$ cat config.mk
export PLATFORM = sky130hd
export DESIGN_NAME = multiword_adder_ctrl
export DESIGN_NICKNAME = d
export VERILOG_FILES = /design/src/rtl/multiword_adder_ctrl.sv
export SDC_FILE = /design/constraint.sdc
export NUM_CORES = 1
export LEC_CHECK = 0
export CAP_MARGIN = 20
export CORE_ASPECT_RATIO = 0.6
export CORE_MARGIN = 4
export CORE_UTILIZATION = 43
export DETAILED_ROUTE_END_ITERATION = 6
export PLACE_DENSITY = 0.68
export RECOVER_POWER = 25
export SYNTH_ARGS = -nofsm -noshare
export SYNTH_HDL_FRONTEND = slang
export SYNTH_SLANG_ARGS = --single-unit
$ cat constraint.sdc
create_clock -name clk -period 6.7 [get_ports clk]
set_clock_uncertainty 0.15 [all_clocks]
set_input_delay 1.34 -clock clk [delete_from_list [all_inputs] [get_ports clk]]
set_output_delay 1.34 -clock clk [all_outputs]
set_load 0.05 [all_outputs]
$ cat src/rtl/multiword_adder_ctrl.sv
// Adds two n*WORDS-bit operands by time-multiplexing one n-bit BinaryAdder, LS chunk first.
// Latency WORDS cycles Start-to-Done; Start is only accepted in IDLE, requests while busy are dropped.

module BinaryAdder #(
    parameter int n = 4
) (
    input  logic [n-1:0] A,
    input  logic [n-1:0] B,
    input  logic         Cin,
    output logic [n-1:0] Sum,
    output logic         Cout
);

    logic [n:0] total;

    assign total = {1'b0, A} + {1'b0, B} + {{n{1'b0}}, Cin};
    assign Sum   = total[n-1:0];
    assign Cout  = total[n];

endmodule

module multiword_adder_ctrl #(
    parameter  int n     = 4,
    parameter  int WORDS = 4,
    localparam int W     = n * WORDS,
    localparam int KW    = (WORDS > 1) ? $clog2(WORDS) : 1
) (
    input  logic         clk,
    input  logic         nrst,
    input  logic         Start,
    input  logic [W-1:0] A,
    input  logic [W-1:0] B,
    input  logic         Cin,
    output logic         Busy,
    output logic         Done,
    output logic [W-1:0] Sum,
    output logic         Cout
);

    typedef enum logic [1:0] {
        ST_IDLE = 2'd0,
        ST_ADD  = 2'd1,
        ST_DONE = 2'd2
    } state_t;

    state_t         state_q, state_d;
    logic [KW-1:0]  k_q, k_d;
    logic [W-1:0]   a_q, a_d;
    logic [W-1:0]   b_q, b_d;
    logic           carry_q, carry_d;
    logic [W-1:0]   sum_q, sum_d;
    logic           cout_q, cout_d;
    logic           busy_q, busy_d;
    logic           done_q, done_d;

    logic [n-1:0]   add_a;
    logic [n-1:0]   add_b;
    logic [n-1:0]   add_sum;
    logic           add_cout;

    assign add_a = a_q[int'(k_q)*n +: n];
    assign add_b = b_q[int'(k_q)*n +: n];

    BinaryAdder #(.n(n)) u_adder (
        .A    (add_a),
        .B    (add_b),
        .Cin  (carry_q),
        .Sum  (add_sum),
        .Cout (add_cout)
    );

    always_comb begin
        state_d = state_q;
        k_d     = k_q;
        a_d     = a_q;
        b_d     = b_q;
        carry_d = carry_q;
        sum_d   = sum_q;
        cout_d  = cout_q;
        busy_d  = 1'b0;
        done_d  = 1'b0;

        case (state_q)
            ST_IDLE: begin
                if (Start) begin
                    a_d     = A;
                    b_d     = B;
                    carry_d = Cin;
                    k_d     = '0;
                    sum_d   = '0;
                    cout_d  = 1'b0;
                    busy_d  = 1'b1;
                    state_d = ST_ADD;
                end
            end
            ST_ADD: begin
                sum_d[int'(k_q)*n +: n] = add_sum;
                carry_d                 = add_cout;
                // Last chunk: the ripple carry becomes the visible carry-out.
                if (k_q == KW'(WORDS - 1)) begin
                    cout_d  = add_cout;
                    k_d     = '0;
                    done_d  = 1'b1;
                    state_d = ST_DONE;
                end else begin
                    k_d    = k_q + KW'(1);
                    busy_d = 1'b1;
                end
            end
            ST_DONE: begin
                state_d = ST_IDLE;
            end
            default: begin
                state_d = ST_IDLE;
            end
        endcase
    end

    always_ff @(posedge clk or negedge nrst) begin
        if (!nrst) begin
            state_q <= ST_IDLE;
            k_q     <= '0;
            a_q     <= '0;
            b_q     <= '0;
            carry_q <= 1'b0;
            sum_q   <= '0;
            cout_q  <= 1'b0;
            busy_q  <= 1'b0;
            done_q  <= 1'b0;
        end else begin
            state_q <= state_d;
            k_q     <= k_d;
            a_q     <= a_d;
            b_q     <= b_d;
            carry_q <= carry_d;
            sum_q   <= sum_d;
            cout_q  <= cout_d;
            busy_q  <= busy_d;
            done_q  <= done_d;
        end
    end

    assign Busy = busy_q;
    assign Done = done_q;
    assign Sum  = sum_q;
    assign Cout = cout_q;

endmodule

==> results.yml, run 1 <==
critical_path:
  worstPathMaxFanout: 56
  worstReg2RegStart: "k_q[0]"
  path_buf_inv: 2
  cp-startpoint: "nrst"
  max_stage_delay_ns: 2.07
  start_kind: "input pin"
  critPathSlowestCell: "clkbuf_1"
  path_delay_family: "buffers and inverters"
  cp-end-kind: "asynchronous set/reset pin"
  worstPathCellList: "buf_2 -> clkbuf_1"
  worst-endpoint-required_ns: 6.32
  crit_arrival_ns: 3.52
  path_class: "input pin to asynchronous set/reset pin"
sta:
  maxSlewHeadroom_pct: -96.57
  hold-worst-slack_ns: 0.3387
  fmax_mhz: 256.2
  finalSetupViolCount: 0
  min_period_ns: 3.903
  finalHoldViolations: 0
  worst_slew_pin_slew_ns: 2.949
  final_max_slew_viol_count: 57
  period_share_pct: 58.25
  rsz0062_at_grt: "false"
  tns_ns: 0
final_layout:
  antennaDiodeCount: 0
  drive_gt1_share_pct: 21.59
  final_cell_mix: "56 x dfrtp_1, 53 x clkdlybuf4s50_1, 26 x mux2_2"
  area_growth_pct: 25.16
  fin_nets: 271
  final_common_cell: "dfrtp_1"
  design_area_um2: 3274
detailed_routing:
  via_per_inst: 5.150
  wl_met3_um: 298
  drcViolationCount: 0
  drtIter0Drc: 37
  vias: 1581
  wl_met2_um: 2095
  firstDrtPassIters: 4
  met1_length_um: 2813
  drt-total-wl_um: 5231
  routedWlPerCell_um: 17.04
  top_layer_used: "met4"
  antenna_left: 0
clock_network:
  cts_inserted_buffers: 5
  cts-root-buf: "clkbuf_8"
  hold_buffers: 0
  worstSkewPairLatency_ns: 0.30
  post_cts_resized: 0
  cts_tree: "built"
  h-tree-depth: 2
  post_cts_buffers: 0
  path_clk_slew_ns: 0.10
  clkSinkCount: 56
  max-clock-path-buffers: 2
synthesis:
  async_reset_ff_share_pct: 100.0
  ys_seq_area_share_pct: 53.56
  synth_edf_count: 0
  synthCells: 171
  ys_ff_latch: 56
  ys_warn_count: 0
  synth.avg_cell_area_um2: 15.30
  syn_nets: 216
  synth_ff_type: "dfrtp_1"
  synth.distinct_cells: 36
  netlist_area_um2: 2616
grt:
  grt_use_total_pct: 15.54
  grt_start_max_net_pins: 57
  gr-total-overflow: 0
  grt_pass1_wl_um: 8728
  first_global_vias: 1672
  antenna_found_initial: 0
power:
  cellPowerDensity_nw_per_um2: 531.0
  ir_drop_uv: 181.4
  leakage_nw: 1.388
placed_design:
  gp_congestion: 0.7808
  hpwlAfterDp_um: 3887
  numPortBuffers: 54
  place_area_um2: 3201
floorplanning:
  rows: 21
  die_x_um: 108.7
  die-area_um2: 7437
  fp.dieH_um: 68.42
  start_util_pct: 45.67
  core_area_um2: 5728
  pin_count: 55
min_path:
  hp-class: "flip-flop to flip-flop"
  min_from: "b_q[14]"
outcome:
  status: "finished with violations"
  failed_checks: "max-capacitance violations, max-slew violations"
flow_run:
  drv_cap: 1
-- registers in the layout (all words and copies together) (netlist names) --
register  cells
state_q       2
a_q          16
k_q           2
carry_q       1
Cout          1
Done          1
Sum          16
Busy          1
b_q          16
-- layout make-up --
type	instances	area [µm²]
Fill cell	512	2454
Sequential cell	56	1401
Multi-Input combinational cell	103	1125
Timing Repair Buffer	55	539.3
Tap cell	80	100.1
Clock buffer	8	90.09
Inverter	5	18.77
-- synth_stat cells, drive strengths merged, types with 3 or more instances --
cell,n,share of area (%)
mux2,32,14
a21o,5,1.4
ha,7,3.3
buf,6,2.1
mux4,8,6.9
dfrtp,56,54
nand2b,3,1.0
nand2,5,0.72
a21oi,3,0.57
nor2,4,0.86
a32o,4,1.5
inv,5,0.72
a22o,12,4.0
-- layer usage --
layer / global-route usage, % / up-vias
met2: 22.31 / 38
met1: 23.14 / 791
li1: - / 750
met5: 0 / -
met3: 4.713 / 2
met4: 3.307 / 0
-- stage by stage --
stage,setup slack (ns),std cells,utilization (%),power [mW]
floorplan,3.959,171,-,1.308
global placement,3.257,299,55.88,1.542
detailed placement,3.234,299,55.88,1.572
CTS,3.476,307,57.45,1.759
global route,2.192,307,57.16,1.861
finish,2.797,307,57.16,1.739
-- where the power goes --
part / total (mW) / leakage [nW] / internal [mW] / switching (mW)
logic: 0.946 / 0.646 / 0.437 / 0.509
registers: 0.608 / 0.696 / 0.485 / 0.122
clock network: 0.184 / 0.0455 / 0.0846 / 0.0998
-- cell families (layout without fill, tap and decap cells) --
| group | count (synthesis) | count (layout) | share of synthesized area, % |
|---|---|---|---|
| DFF | 56 | 56 | 53.56 |
| muxes | 40 | 40 | 20.66 |
| AOI/OAI and AO/OA | 30 | 30 | 9.230 |
| and+or+nand+nor | 22 | 22 | 8.035 |
| buffers and inverters | 12 | 68 | 2.965 |
| adders and majority gates | 9 | 9 | 4.878 |
| xor gates and xnor gates | 2 | 2 | 0.6697 |
-- path summary, 6_finish.rpt --
kind,to,slack (ns),cells after the start
max,Cout,2.80,2
min,b_q[14],0.34,1
max reg2reg,Sum[10],3.52,5
min reg2reg,b_q[14],0.34,1
max in group clk,Sum[10],3.52,5
min in group asynchronous,Sum[14],1.94,2
(Power assumes the default switching activity.)
==> run 2, diff against run 1 <==
==> constraint.sdc (replaced) <==
create_clock -name clk -period 4 [get_ports clk]
set_clock_uncertainty 0.15 [all_clocks]
set_input_delay 0.8 -clock clk [delete_from_list [all_inputs] [get_ports clk]]
set_output_delay 0.8 -clock clk [all_outputs]
set_load 0.05 [all_outputs]
==> run 2 against run 1 <==
Compared with the run above: the flow now finishes without violations; utilization is 0.52 points higher; cell count rose by 0.65%; clock power is 69% higher; power grew 67%; worst hold slack better by 0.0055 ns; clock-buffer cell count unchanged; via count up 1.1%; sequential share of layout area down 0.39 points; sequential power up 64%; largest cell class unchanged.
==> results.yml, run 2 (same netlist as run 1, synthesis figures left out) <==
outcome:
  status: "completed"
clock_network:
  cts_inserted_buffers: 5
  max-clock-path-buffers: 2
  hold_buffers: 0
  post_cts_buffers: 0
  worstSkewPairLatency_ns: 0.30
  cts_tree: "built"
  h-tree-depth: 2
  path_clk_slew_ns: 0.09
  cts-root-buf: "clkbuf_8"
  post_cts_resized: 0
  clkSinkCount: 56
sta:
  finalSetupViolCount: 0
  tns_ns: 0
  maxSlewHeadroom_pct: 2.615
  fmax_mhz: 361.8
  final_max_slew_viol_count: 0
  setup_ws_ns: 1.236
  min_period_ns: 2.764
  worst_slew_pin_slew_ns: 1.461
  period_share_pct: 69.10
  finalHoldViolations: 0
  rsz0062_at_grt: "false"
final_layout:
  final_cell_mix: "56 x dfrtp_1, 53 x clkdlybuf4s50_1, 26 x mux2_2"
  antennaDiodeCount: 0
  fin_nets: 273
  final_common_cell: "dfrtp_1"
  drive_gt1_share_pct: 22.71
  area_growth_pct: 26.30
grt:
  grt_use_total_pct: 15.43
  gr-total-overflow: 0
  busiest_layer: "met1"
  use_met2_pct: 20.23
  grtUsageMet3_pct: 4.430
  grt_pass1_wl_um: 8562
  global_route.usage.met1_pct: 24.83
  antenna_found_initial: 0
  grt_start_max_net_pins: 33
  first_global_vias: 1587
min_path:
  hold_depth: 1
  hp-class: "flip-flop to flip-flop"
critical_path:
  cp-end-kind: "flip-flop"
  start_kind: "flip-flop"
  worstPathMaxFanout: 6
  rr_worst_depth: 6
  worst-endpoint-required_ns: 4.02
  crit_arrival_ns: 2.79
  path_class: "flip-flop to flip-flop"
detailed_routing:
  routedWlPerCell_um: 16.85
  firstDrtPassIters: 4
  drt-total-wl_um: 5208
  vias: 1599
  drtIter0Drc: 56
  drcViolationCount: 0
  antenna_left: 0
  via_per_inst: 5.175
floorplanning:
  pin_count: 55
  die-area_um2: 7437
  fp.dieH_um: 68.42
  rows: 21
  die_x_um: 108.7
  start_util_pct: 45.67
  core_area_um2: 5728
placed_design:
  hpwlAfterDp_um: 3992
  gp_congestion: 0.7801
  post-place-ws_ns: 1.215
  numPortBuffers: 54
flow_run:
  drv_cap: 0
power:
  leakage_nw: 1.415
  ir_drop_uv: 326.5
  cellPowerDensity_nw_per_um2: 879.3
## run 2: cell types whose count changed in the layout (fill, tap and decap cells not counted)
cell,change
nand3b_1,-1
buf_4,+3
buf_2,-1
nand3b_4,+1
## run 2: layer usage
metal  up-vias  routed length (µm)
met5         -                   0
met4         0                  25
met3         4                 347
met2        52                1984
met1       787                2849
li1        756                   -
## run 2: worst paths after layout
path	slack, ns	endpoint	startpoint
hold reg to reg	0.34	Cout	Cout
setup / recovery	1.24	carry_q	k_q[0]
setup reg to reg	1.24	carry_q	k_q[0]
hold / removal	0.34	Cout	Cout
max in group asynchronous	1.93	Sum[11]	nrst
min in group asynchronous	0.68	b_q[13]	nrst
## run 2: layout make-up
cell class	instances	area (µm²)
Inverter	5	18.77
Timing Repair Buffer	57	556.8
Clock buffer	8	90.09
Multi-Input combinational cell	103	1137
Sequential cell	56	1401
Fill cell	486	2424
Tap cell	80	100.1
## run 2: worst max-delay path, cell delays in order (launching register included)
cell      delay [ns]
dfrtp_1         0.56
mux4_2          0.58
fa_1            0.45
fa_1            0.41
a21o_1          0.17
a21oi_1         0.20
a221oi_1        0.12
## run 2: stage by stage
stage | util, % | power, mW | instance area [µm²] | cells | hold slack [ns]
after floorplan | - | 2.190 | 2616 | 171 | 0.3024
after global placement | 56.14 | 2.598 | 3216 | 301 | 0.3228
after detailed placement | 56.14 | 2.620 | 3216 | 301 | 0.3257
after CTS | 57.71 | 2.931 | 3306 | 309 | 0.3468
after global routing | 57.69 | 3.129 | 3304 | 309 | 0.3688
final | 57.69 | 2.906 | 3304 | 309 | 0.3442
## run 2: report_power, final
part	switching, mW	internal [mW]	leakage [nW]
sequential	0.190	0.814	0.696
clock	0.170	0.142	0.0455
combinational	0.848	0.743	0.673
total	1.21	1.70	1.41
==> run 3, diff against run 2 <==
--- a/config.mk
+++ b/config.mk
@@ -10,7 +10,7 @@
 export CORE_MARGIN = 4
 export CORE_UTILIZATION = 43
 export DETAILED_ROUTE_END_ITERATION = 6
-export PLACE_DENSITY = 0.68
+export PLACE_DENSITY = 0.71
 export RECOVER_POWER = 25
 export SYNTH_ARGS = -nofsm -noshare
 export SYNTH_HDL_FRONTEND = slang
==> constraint.sdc (replaced) <==
create_clock -name clk -period 2.3 [get_ports clk]
set_clock_uncertainty 0.15 [all_clocks]
set_input_delay 0.46 -clock clk [delete_from_list [all_inputs] [get_ports clk]]
set_output_delay 0.46 -clock clk [all_outputs]
set_load 0.05 [all_outputs]
==> run 3 against run 2 <==
Compared with the run above: the run now ends with negative setup slack left; non-clock buffer count is 16 higher; maximum frequency up 9.2%; clock-buffer cell count fell by 2; via count increased by 7.2%; power is 100% higher; register-to-register slack worse by 1.5 ns; cell count rose by 5.2%.
==> results.yml, run 3 (same netlist as run 1, synthesis figures left out) <==
min_path:
  hp-class: "flip-flop to flip-flop"
sta:
  finalHoldViolations: 0
  hold-worst-slack_ns: 0.3546
  fmax_mhz: 395.0
  setup_ws_ns: -0.2314
  maxSlewHeadroom_pct: 16.40
  rsz0062_at_grt: "true"
  final_max_slew_viol_count: 0
  finalSetupViolCount: 14
  worst_slew_pin_slew_ns: 1.254
  period_share_pct: 110.1
  min_period_ns: 2.531
flow_run:
  drv_cap: 0
final_layout:
  design_area_um2: 3522
  seqCellArea_um2: 1403
  final_common_cell: "dfrtp_1"
  area_growth_pct: 34.62
  drive_gt1_share_pct: 31.84
  final_cell_mix: "55 x dfrtp_1, 53 x clkdlybuf4s50_1, 26 x mux2_2"
  fin_nets: 289
  antennaDiodeCount: 0
  multiInputGateArea_um2: 1196
  n_fill_cell: 467
  instances_no_fill: 325
placed_design:
  dp.cells: 314
  numPortBuffers: 54
  hpwlAfterDp_um: 4314
  place_area_um2: 3347
  gp_congestion: 0.7821
  post-place-ws_ns: -0.2620
outcome:
  failed_checks: "negative setup slack"
  status: "finished with violations"
detailed_routing:
  drtIter0Drc: 91
  drcViolationCount: 0
  vias: 1714
  antenna_left: 0
  firstDrtPassIters: 4
  routedWlPerCell_um: 17.65
  drt-total-wl_um: 5736
  via_per_inst: 5.274
floorplanning:
  die-area_um2: 7437
  die_x_um: 108.7
  start_util_pct: 45.67
  core_area_um2: 5728
  rows: 21
  fp.dieH_um: 68.42
  pin_count: 55
grt:
  first_global_vias: 1735
  grt_use_total_pct: 16.52
  gr-total-overflow: 0
  antenna_found_initial: 0
  grt_pass1_wl_um: 9149
  grt_start_max_net_pins: 36
power:
  swShare_pct: 41.30
  pwr-share-clk_pct: 9.7
  cellPowerDensity_nw_per_um2: 1688
  power_frac_seq_pct: 29.1
  intPower_mw: 3.489
  power_mw: 5.944
  leakage_nw: 1.511
  ir_drop_uv: 768.7
  combPwrFrac_pct: 61.2
  netSwitchingPower_mw: 2.455
clock_network:
  cts_inserted_buffers: 5
  max-clock-path-buffers: 2
  clkSinkCount: 56
  path_clk_slew_ns: 0.11
  cts-root-buf: "clkbuf_8"
  cts_tree: "built"
  worstSkewPairLatency_ns: 0.31
  h-tree-depth: 2
critical_path:
  cp_common_cell: "fa_2"
  worstPathMaxFanout: 6
  path_class: "flip-flop to flip-flop"
  max_stage_delay_ns: 0.55
  critPathSlowestCell: "mux4_2"
  crit_arrival_ns: 2.56
  worst-endpoint-required_ns: 2.33
  start_kind: "flip-flop"
  worstPathCellList: "mux4_2 -> fa_2 -> fa_2 -> a21o_1 -> a21oi_2 -> a221oi_1"
  cp-end-kind: "flip-flop"
-- run 3: cell count changes in the layout (fill, tap and decap cells not counted), sizes merged --
cell         change
dlygate4sd3      +1
buf             +15
clkbuf           -2
inv              +1
clkinv           +1
-- run 3: final cells by class --
type	instances	area share [%]
flip-flops and latches	56	39.82
repair buffers	73	20.11
inverters	5	0.5329
clock inverters	2	0.3908
multi-input cells	103	33.96
clock buffers	6	2.345
well taps	80	2.842
-- run 3: stage by stage --
stage,utilization [%],TNS [ns]
2_1_floorplan,-,-1.577
3_3_place_gp,58.43,-2.379
3_5_place_dp,58.43,-2.702
4_1_cts,61.10,-1.707
5_1_grt,61.49,-2.975
6_report,61.49,-2.019
-- run 3: repair_timing --
action                                  CTS  global route
hold buffers                              1             0
resized for setup                         6             3
pin swaps                                 7             0
endpoints found under the setup margin   14            14
endpoints found under the hold margin    21             0
setup buffers                             2             0
-- run 3: path summary, 6_finish.rpt --
path	start	end	slack, ns	cells past startpoint
hold reg to reg	b_q[12]	b_q[12]	0.35	1
setup / recovery	k_q[0]	carry_q	-0.23	6
setup reg to reg	k_q[0]	carry_q	-0.23	6
max in group asynchronous	nrst	a_q[5]	0.43	3
hold / removal	b_q[12]	b_q[12]	0.35	1
min in group asynchronous	nrst	b_q[4]	0.78	2
-- run 3: critical path: cells and delay by family, from the launching register on --
family	cells	cell delay [ns]
compound gates	3	0.49
flops	1	0.46
fa+ha+maj	2	0.74
mux	1	0.55
-- run 3: power groups by stage --
stage	registers (mW)	clock network [mW]	logic, mW
after floorplan	1.95	0	1.93
after global placement	1.75	0	3.09
after detailed placement	1.74	0	3.17
after CTS	1.72	0.585	3.48
after global routing	1.79	0.623	3.90
final	1.73	0.575	3.64
-- run 3: metal layers --
metal | wire length (µm) | global-route usage [%]
met1 | 2881 | 24.68
met2 | 2526 | 24.31
met3 | 292 | 4.336
met4 | 35 | 3.307
met5 | 0 | 0
